$ cat src/rtl/popcount_pattern_gen_pkg.sv
// Shared types and helpers for the popcount pattern generator.
package popcount_pkg;

    // Generator control states: waiting for a command, or streaming patterns.
    typedef enum logic {
        IDLE = 1'b0,
        RUN  = 1'b1
    } state_t;

    // Width needed to hold a population count of an n-bit word (0..n).
    function automatic int countWidth(input int n);
        return $clog2(n + 1);
    endfunction

    // Binomial coefficient C(n,k); the number of n-bit words with k ones.
    function automatic int binom(input int n, input int k);
        int result;
        result = 1;
        if (k < 0 || k > n) begin
            return 0;
        end
        for (int i = 1; i <= k; i++) begin
            result = result * (n - k + i) / i;
        end
        return result;
    endfunction

endpackage

$ cat src/rtl/popcount_pattern_gen_if.sv
// Command and output handshake bundle for the pattern generator.
// The master side issues commands and consumes words; the slave is the generator.
interface popcount_pattern_gen_if #(
    parameter int N = 7
);
    import popcount_pkg::*;

    localparam int CW = countWidth(N);

    logic          cmd_valid;
    logic          cmd_ready;
    logic [CW-1:0] cmd_count;
    logic          cmd_err;
    logic          out_valid;
    logic          out_ready;
    logic [N-1:0]  out_data;
    logic          out_last;

    modport master (
        output cmd_valid, cmd_count, out_ready,
        input  cmd_ready, cmd_err, out_valid, out_data, out_last
    );

    modport slave (
        input  cmd_valid, cmd_count, out_ready,
        output cmd_ready, cmd_err, out_valid, out_data, out_last
    );

endinterface

$ cat src/rtl/popcount_pattern_gen_tz.sv
// Trailing-zero counter: index of the lowest set bit of i_value.
// An all-zero input yields 0; callers never rely on that case.
module trailing_zero_count #(
    parameter int N = 7
) (
    input  logic [N-1:0]         i_value,
    output logic [$clog2(N)-1:0] o_tz
);
    localparam int TZW = $clog2(N);

    // Scan from the top down so the lowest set bit is the last one written.
    always_comb begin
        o_tz = '0;
        for (int i = N - 1; i >= 0; i--) begin
            if (i_value[i]) begin
                o_tz = TZW'(i);
            end
        end
    end

endmodule

$ cat src/rtl/popcount_pattern_gen.sv
// Streams every N-bit word with exactly k ones, in increasing order,
// one word per cycle, using Gosper's successor without a divider.
module popcount_pattern_gen
    import popcount_pkg::*;
#(
    parameter int N = 7
) (
    input logic                  clk,
    input logic                  rst,
    popcount_pattern_gen_if.slave bus
);
    localparam int CW  = countWidth(N);
    localparam int TZW = $clog2(N);

    state_t         r_state;
    state_t         w_nextState;
    logic [N-1:0]   r_pattern;
    logic [CW-1:0]  r_k;
    logic           r_err;

    logic           w_cmdReady;
    logic           w_outValid;
    logic           w_accept;
    logic           w_badCount;
    logic           w_outFire;
    logic           w_last;
    logic [N-1:0]   w_startPattern;
    logic [N-1:0]   w_lastPattern;
    logic [N-1:0]   w_nextPattern;
    logic [N:0]     w_x;
    logic [N:0]     w_c;
    logic [N:0]     w_r;
    logic [N:0]     w_diff;
    logic [N-2:0]   w_spread;
    logic [TZW-1:0] w_tz;

    assign w_accept   = bus.cmd_valid && w_cmdReady;
    assign w_badCount = int'(bus.cmd_count) > N;
    assign w_outFire  = w_outValid && bus.out_ready;

    // First pattern is the k lowest bits set; the final one is the k highest bits set.
    always_comb begin
        w_startPattern = '0;
        w_lastPattern  = '0;
        for (int i = 0; i < N; i++) begin
            w_startPattern[i] = (i < int'(bus.cmd_count));
            w_lastPattern[i]  = (i + int'(r_k) >= N);
        end
    end

    assign w_last = (r_pattern == w_lastPattern);

    trailing_zero_count #(.N(N)) u_tz (
        .i_value (r_pattern),
        .o_tz    (w_tz)
    );

    // Gosper's successor in N+1 bits; the shift by tz replaces the usual divide.
    // (r ^ x) >> 2 always has its top two bits clear, so it fits in N-1 bits.
    assign w_x           = {1'b0, r_pattern};
    assign w_c           = w_x & (-w_x);
    assign w_r           = w_x + w_c;
    assign w_diff        = w_r ^ w_x;
    assign w_spread      = w_diff[N:2] >> w_tz;
    assign w_nextPattern = w_r[N-1:0] | {1'b0, w_spread};

    // State register.
    always_ff @(posedge clk) begin
        if (rst) begin
            r_state <= IDLE;
        end else begin
            r_state <= w_nextState;
        end
    end

    // Next-state and handshake outputs; RUN leaves only after the last word is taken.
    always_comb begin
        w_nextState = r_state;
        w_cmdReady  = 1'b0;
        w_outValid  = 1'b0;
        unique case (r_state)
            IDLE: begin
                w_cmdReady = 1'b1;
                if (bus.cmd_valid && !w_badCount) begin
                    w_nextState = RUN;
                end
            end
            RUN: begin
                w_outValid = 1'b1;
                if (bus.out_ready && w_last) begin
                    w_nextState = IDLE;
                end
            end
            default: w_nextState = IDLE;
        endcase
    end

    // Pattern, latched count and error pulse; the pattern only advances on a taken word.
    always_ff @(posedge clk) begin
        if (rst) begin
            r_pattern <= '0;
            r_k       <= '0;
            r_err     <= 1'b0;
        end else begin
            r_err <= w_accept && w_badCount;
            if (w_accept && !w_badCount) begin
                r_pattern <= w_startPattern;
                r_k       <= bus.cmd_count;
            end else if (w_outFire && !w_last) begin
                r_pattern <= w_nextPattern;
            end
        end
    end

    assign bus.cmd_ready = w_cmdReady;
    assign bus.cmd_err   = r_err;
    assign bus.out_valid = w_outValid;
    assign bus.out_data  = r_pattern;
    assign bus.out_last  = w_outValid && w_last;

endmodule

$ cat src/flat_wrapper.sv
// flat-port wrapper written by rule: the top's interface ports become plain ports
module popcount_pattern_gen_flat import popcount_pkg::*;
#(
    parameter int N = 7
)
  (clk, rst, bus_cmd_valid, bus_cmd_count, bus_out_ready, bus_cmd_ready, bus_cmd_err, bus_out_valid, bus_out_data, bus_out_last);
  popcount_pattern_gen_if #(.N(N)) bus_i ();
  input logic clk;
  input logic rst;
  input wire logic [$bits(bus_i.cmd_valid)-1:0] bus_cmd_valid;
  input wire logic [$bits(bus_i.cmd_count)-1:0] bus_cmd_count;
  input wire logic [$bits(bus_i.out_ready)-1:0] bus_out_ready;
  output wire logic [$bits(bus_i.cmd_ready)-1:0] bus_cmd_ready;
  output wire logic [$bits(bus_i.cmd_err)-1:0] bus_cmd_err;
  output wire logic [$bits(bus_i.out_valid)-1:0] bus_out_valid;
  output wire logic [$bits(bus_i.out_data)-1:0] bus_out_data;
  output wire logic [$bits(bus_i.out_last)-1:0] bus_out_last;
  assign bus_i.cmd_valid = bus_cmd_valid;
  assign bus_i.cmd_count = bus_cmd_count;
  assign bus_i.out_ready = bus_out_ready;
  assign bus_cmd_ready = bus_i.cmd_ready;
  assign bus_cmd_err = bus_i.cmd_err;
  assign bus_out_valid = bus_i.out_valid;
  assign bus_out_data = bus_i.out_data;
  assign bus_out_last = bus_i.out_last;
  popcount_pattern_gen #(.N(N)) u_core (.clk(clk), .rst(rst), .bus(bus_i));
endmodule
$ cat config.mk
export PLATFORM = sky130hd
export DESIGN_NAME = popcount_pattern_gen_flat
export DESIGN_NICKNAME = d
export VERILOG_FILES = /design/src/rtl/popcount_pattern_gen_pkg.sv /design/src/rtl/popcount_pattern_gen_if.sv /design/src/rtl/popcount_pattern_gen_tz.sv /design/src/rtl/popcount_pattern_gen.sv /design/src/flat_wrapper.sv
export SDC_FILE = /design/constraint.sdc
export NUM_CORES = 1
export LEC_CHECK = 0
export BUFFER_PORTS_ARGS = -buffer_cell sky130_fd_sc_hd__buf_2
export CAP_MARGIN = 25
export CORE_ASPECT_RATIO = 2
export CORE_MARGIN = 3
export CORE_UTILIZATION = 45
export CTS_BUF_LIST = sky130_fd_sc_hd__clkbuf_16
export CTS_CLUSTER_DIAMETER = 120
export DETAILED_ROUTE_END_ITERATION = 7
export PLACE_DENSITY = 0.63
export SLEW_MARGIN = 10
export SYNTH_ARGS = -nofsm -noshare
export SYNTH_HDL_FRONTEND = slang
export SYNTH_SLANG_ARGS = --single-unit
$ cat constraint.sdc
create_clock -name clk -period 6 [get_ports clk]
set_clock_uncertainty 0.1 [all_clocks]
set_input_delay 0.6 -clock clk [delete_from_list [all_inputs] [get_ports clk]]
set_output_delay 0.6 -clock clk [all_outputs]
set_load 0.01 [all_outputs]
; ---- Word level (Yosys, flattened, before mapping)
; Index checks and enable logic that the tools add are counted.
[totals]
reg_bits = 11
latchBits = 0
ramBits = 0
rom_bits = 0
inputBits = 7
word_cells = 52
memories = 0
[op_classes]
add_sub_neg = 8
mul = 0
n_div = 0
magnitude_cmp = 14
n_eq_ne = 1
shifts = 1
mux = 14
bitwise = 4
n_reduce_logical = 7
[op_table]
columns = op, count
row1 = >= comparator 32 x 4 -> 1 bit (second input constant), 6
row2 = 2-to-1 mux 3 bit, 7
row3 = 2-to-1 mux 7 bit, 2
row4 = adder 3 x 3 -> 4 bit (first input constant), 3
row5 = less-than comparator 3 bit (first input constant), 3
row6 = adder 2 x 3 -> 4 bit (first input constant), 2
row7 = adder 7 x 8 -> 8 bit, 1
row8 = AND 7 x 8 -> 8 bit, 1
row9 = negator 7 -> 8 bit, 1
row10 = bitwise XOR 8 x 7 -> 8 bit, 1
row11 = equality test 7 bit, 1
row12 = OR 7 x 6 -> 7 bit, 1
row13 = less-than comparator 1 x 3 -> 1 bit (first input constant), 2
row14 = less-than comparator 2 x 3 -> 1 bit (first input constant), 2
row15 = >> shifter 6 x 3 -> 6 bit, 1
row16 = logical AND 1 bit, 5
row17 = adder 1 x 3 -> 4 bit (first input constant), 1
row18 = 2-to-1 mux 1 bit, 4
row19 = >= comparator 3 bit (second input constant), 1
row20 = one-hot mux 1 bit (2 select lines), 1
row21 = nonzero test 2 bit, 1
row22 = logical NOT 1 bit, 1
row23 = NOT 1 bit, 1

; ---- Longest topological paths before layout
[logic_depth]
depth_word = 11
mapped_depth = 10
depth_no_buf = 9

; ---- Cells and area by module
; From an unflattened synthesis, not the netlist that was laid out.
[unflattened]
hier_cells = 179
area_unflattened_um2 = 1267.5
[modules_own_cells]
columns = module, n_inst, cells_per_inst, area_per_inst_um2, seq_area_each_um2
row1 = popcount_pattern_gen, 1, 170, 1207.4, 220.2
row2 = trailing_zero_count, 1, 9, 60.1, 0.0

; ---- Worst setup path before layout
; OpenSTA, ideal clock, no wires.
[synth_path]
path_type = reg2out
startpoint = reg u_core.r_k[0]
endpoint = out bus_out_last
arrival_time_ns = 1.829
required_ns = 5.300
path_slack_ns = 3.471
stages_incl_launch_ff = 8
path_cell_list = dfxtp_1 buf_4 nand2_1 ha_1 and3b_1 o211ai_1 nand4_2 nor4_1
[synth_between]
elab_chain_len = 4
[synth_lines]
columns = item, line
row1 = start: declaration, popcount_pattern_gen.sv:18  ; logic [CW-1:0] r_k;
row2 = start signal: assignment, popcount_pattern_gen.sv:108  ; r_k <= bus.cmd_count;
row3 = adder 1 x 3 -> 4 bit (tied with other cells), popcount_pattern_gen.sv:47  ; w_lastPattern[i] = (i + int'(r_k) >= N);
row4 = >= comparator 32 x 4 -> 1 bit, popcount_pattern_gen.sv:47
row5 = equality test 7 bit (*), popcount_pattern_gen.sv:51  ; assign w_last = (r_pattern == w_lastPattern);
row6 = logical AND 1 bit (*), popcount_pattern_gen.sv:119  ; assign bus.out_last = w_outValid && w_last;
row7 = end: declaration, flat_wrapper.sv:17  ; output wire logic [$bits(bus_i.out_last)-1:0] bus_out_last;
; Mark *: on every way between the ends. The rest lies on a longest branch, timed or not.

; ---- Worst setup path in the final report
; Ends and elaborated chain as after synthesis.

==> qor.csv <==
metric;value;unit
p_per_area;258;mW/mm^2
fp-row-count;27;
drv_slew;0;
path_cells;nand2_1 -> ha_1 -> and3b_1 -> o211ai_1 -> nand4_2 -> nor4_1 -> buf_2;
cts_setup_buffers;0;
outcome;completed;
clkSinkCount;11;
crit_family;simple AND/OR/NAND/NOR gates;
finalWirelength;3610;um
synth_top_area_cell;dfxtp_1;
drt_iter0_drc;52;
antenna_found_initial;0;
critPathBufInv;1;
core;0.00277;mm^2
synth_cells;173;
die_w;44.2;um
ys_warn_count;0;
nFillCells;278;
slowest_delay;610;ps
num_antenna_cells;0;
htree_num_levels;1;
synth-seq-cells;11;
cts_buffer_depth;2;
period_needed;3040;ps
synthMostInstantiatedCell;nand2_1;
tritoncts;done;
area_growth;9.73;%
cp_slowest_cell;dfxtp_1;
grt_max_degree;18;
hpwl;2640;um
pwr-share-clk;33.2;%
period_share;50.6;%
async_flop_share;0;%
start_util;47.3;%
hold_viol;0;
synth_ff_type;dfxtp_1;
utilization;51.9;%
fp.dieH;82.3;um
rsz0062_at_grt;false;
die_area;0.00364;mm^2
netlist_area;0.00131;mm^2
synth.area.top_cells;dfxtp_1 17%, ha_1 7.6%, a21oi_1 6.5%;
intPower;228;uW
path_clk_slew;40;ps
irDropWorstVdd;126;uV
slew_headroom;62.4;%
insertion_delay;240;ps
synth_edf_count;0;
fin_nets;197;
wl_per_cell;17.2;um
antenna_left;0;
swShare;38.6;%
place.gp.congestion;0.875;
num_vias;1345;
first_pass_iters;4;
p_switching;143;uW
grtUsageTotal;21.5;%
critPathArrivalTime;2340;ps
cp-end-kind;primary output;
p_seq_share;28.9;%
viasPerCell;6.40;
cts-resized-gates;0;
synth.distinct_cells;51;
layout-drive-gt1-share;19.9;%
synth.avg_cell_area;7.58;um^2
syn_nets;188;
grt_pass1_vias;1271;
min_path_type;reg2reg;
path_class;reg2out;
comb_power_share;37.9;%
final.setup.tns;0;ps
crit_path_start_kind;register;
worstPathRequired;5300;ps
yosys.area.top_type_share;16.8;%
clock.fmax;329;MHz
finalSetupViolCount;0;
port_buffers;16;
worstMarginPinSlew;563;ps
cap_violations;0;
clockRootBuffer;clkbuf_16;
grt_overflow;0;
synth_common_cells;18 x nand2_1, 17 x a21oi_1, 11 x dfxtp_1;
crit_fanout;16;
drc;0;
seq_area_frac_synth;16.8;%
ios;18;
cts_hold_buf;0;
cts_buffers;3;
grt_pass1_wl;6000;um
p_leak;0.606;nW
[cell families (layout without fill, tap and decap cells)]
kind of cell | count (synthesis) | in the layout | share of synthesized area [%]
AOI/OAI and AO/OA | 60 | 60 | 34.8
xor gates and xnor gates | 3 | 3 | 2.00
adders and majority gates | 8 | 8 | 7.63
buffers and inverters | 23 | 31 | 8.59
DFF | 11 | 11 | 16.8
other | 1 | 1 | 0.286
and+or+nand+nor | 67 | 67 | 29.9
[power groups by stage]
| stage | registers, mW | logic (mW) | clock network [mW] |
|---|---|---|---|
| 2_1_floorplan | 0.0932 | 0.121 | 0 |
| 3_3_place_gp | 0.108 | 0.138 | 0 |
| 3_5_place_dp | 0.108 | 0.139 | 0 |
| 4_1_cts | 0.107 | 0.140 | 0.123 |
| 5_1_grt | 0.110 | 0.158 | 0.126 |
| 6_report | 0.108 | 0.141 | 0.123 |
[registers in the layout, summed over array words and instances, names as in the netlist]
register and flops:
u_core.r_state 1, u_core.r_k 3, u_core.bus.out_data 7
[worst min-delay path, cell delays in order, from the launching register on]
cell and delay (ps):
dfxtp_1 360, nand2_1 80, a21oi_1 60
[layout make-up]
class,instances,area [um^2],share of cell area (%)
Inverter,10,37.5,2.61
Sequential cell,11,220,15.3
Tap cell,29,36.3,2.52
Clock buffer,3,75.1,5.22
Clock inverter,1,3.75,0.261
Multi-Input combinational cell,139,978,68.0
Timing Repair Buffer,17,87.6,6.09
[worst paths after layout]
path / startpoint / end / slack [ps] / depth (start not counted)
setup / recovery: u_core.r_k[0] / bus_out_last / 2960 / 7
hold reg to reg: u_core.r_k[2] / u_core.r_k[2] / 450 / 2
hold / removal: u_core.r_k[2] / u_core.r_k[2] / 450 / 2
setup reg to reg: u_core.r_k[0] / u_core.bus.out_data[0] / 3220 / 8
[metrics by stage]
step / hold slack (ps) / cell area (um^2) / power (mW) / setup WS [ps] / instances
finish: 446 / 1440 / 0.372 / 2960 / 210
global placement: 438 / 1360 / 0.246 / 3320 / 206
floorplan: 397 / 1310 / 0.214 / 3470 / 173
detailed placement: 443 / 1360 / 0.248 / 3250 / 206
global route: 490 / 1440 / 0.394 / 2790 / 210
CTS: 454 / 1440 / 0.370 / 2980 / 210
[cell usage in the layout, fill, tap and decap left out, types with 3 or more instances in the layout]
cell type,count
buf_2,16
a31oi_1,6
or2_2,3
and3b_1,4
a21oi_1,17
nand3_1,6
nand2_1,18
nor2_1,10
clkbuf_16,3
o31ai_1,4
a221o_1,3
o211ai_1,4
ha_1,8
nor2b_1,4
nand2b_1,4
inv_1,10
nand4b_1,6
a211oi_1,3
o21ai_0,5
dfxtp_1,11
[per-layer routing]
metal / vias up / share of wire [%] / GRT usage (%)
li1: 661 / - / -
met1: 648 / 40 / 25.5
met2: 31 / 56 / 39.8
met3: 5 / 1.9 / 0.651
met4: 0 / 1.4 / 7.25
met5: - / 0 / 0
No activity file was read; power rests on OpenSTA's default activity.
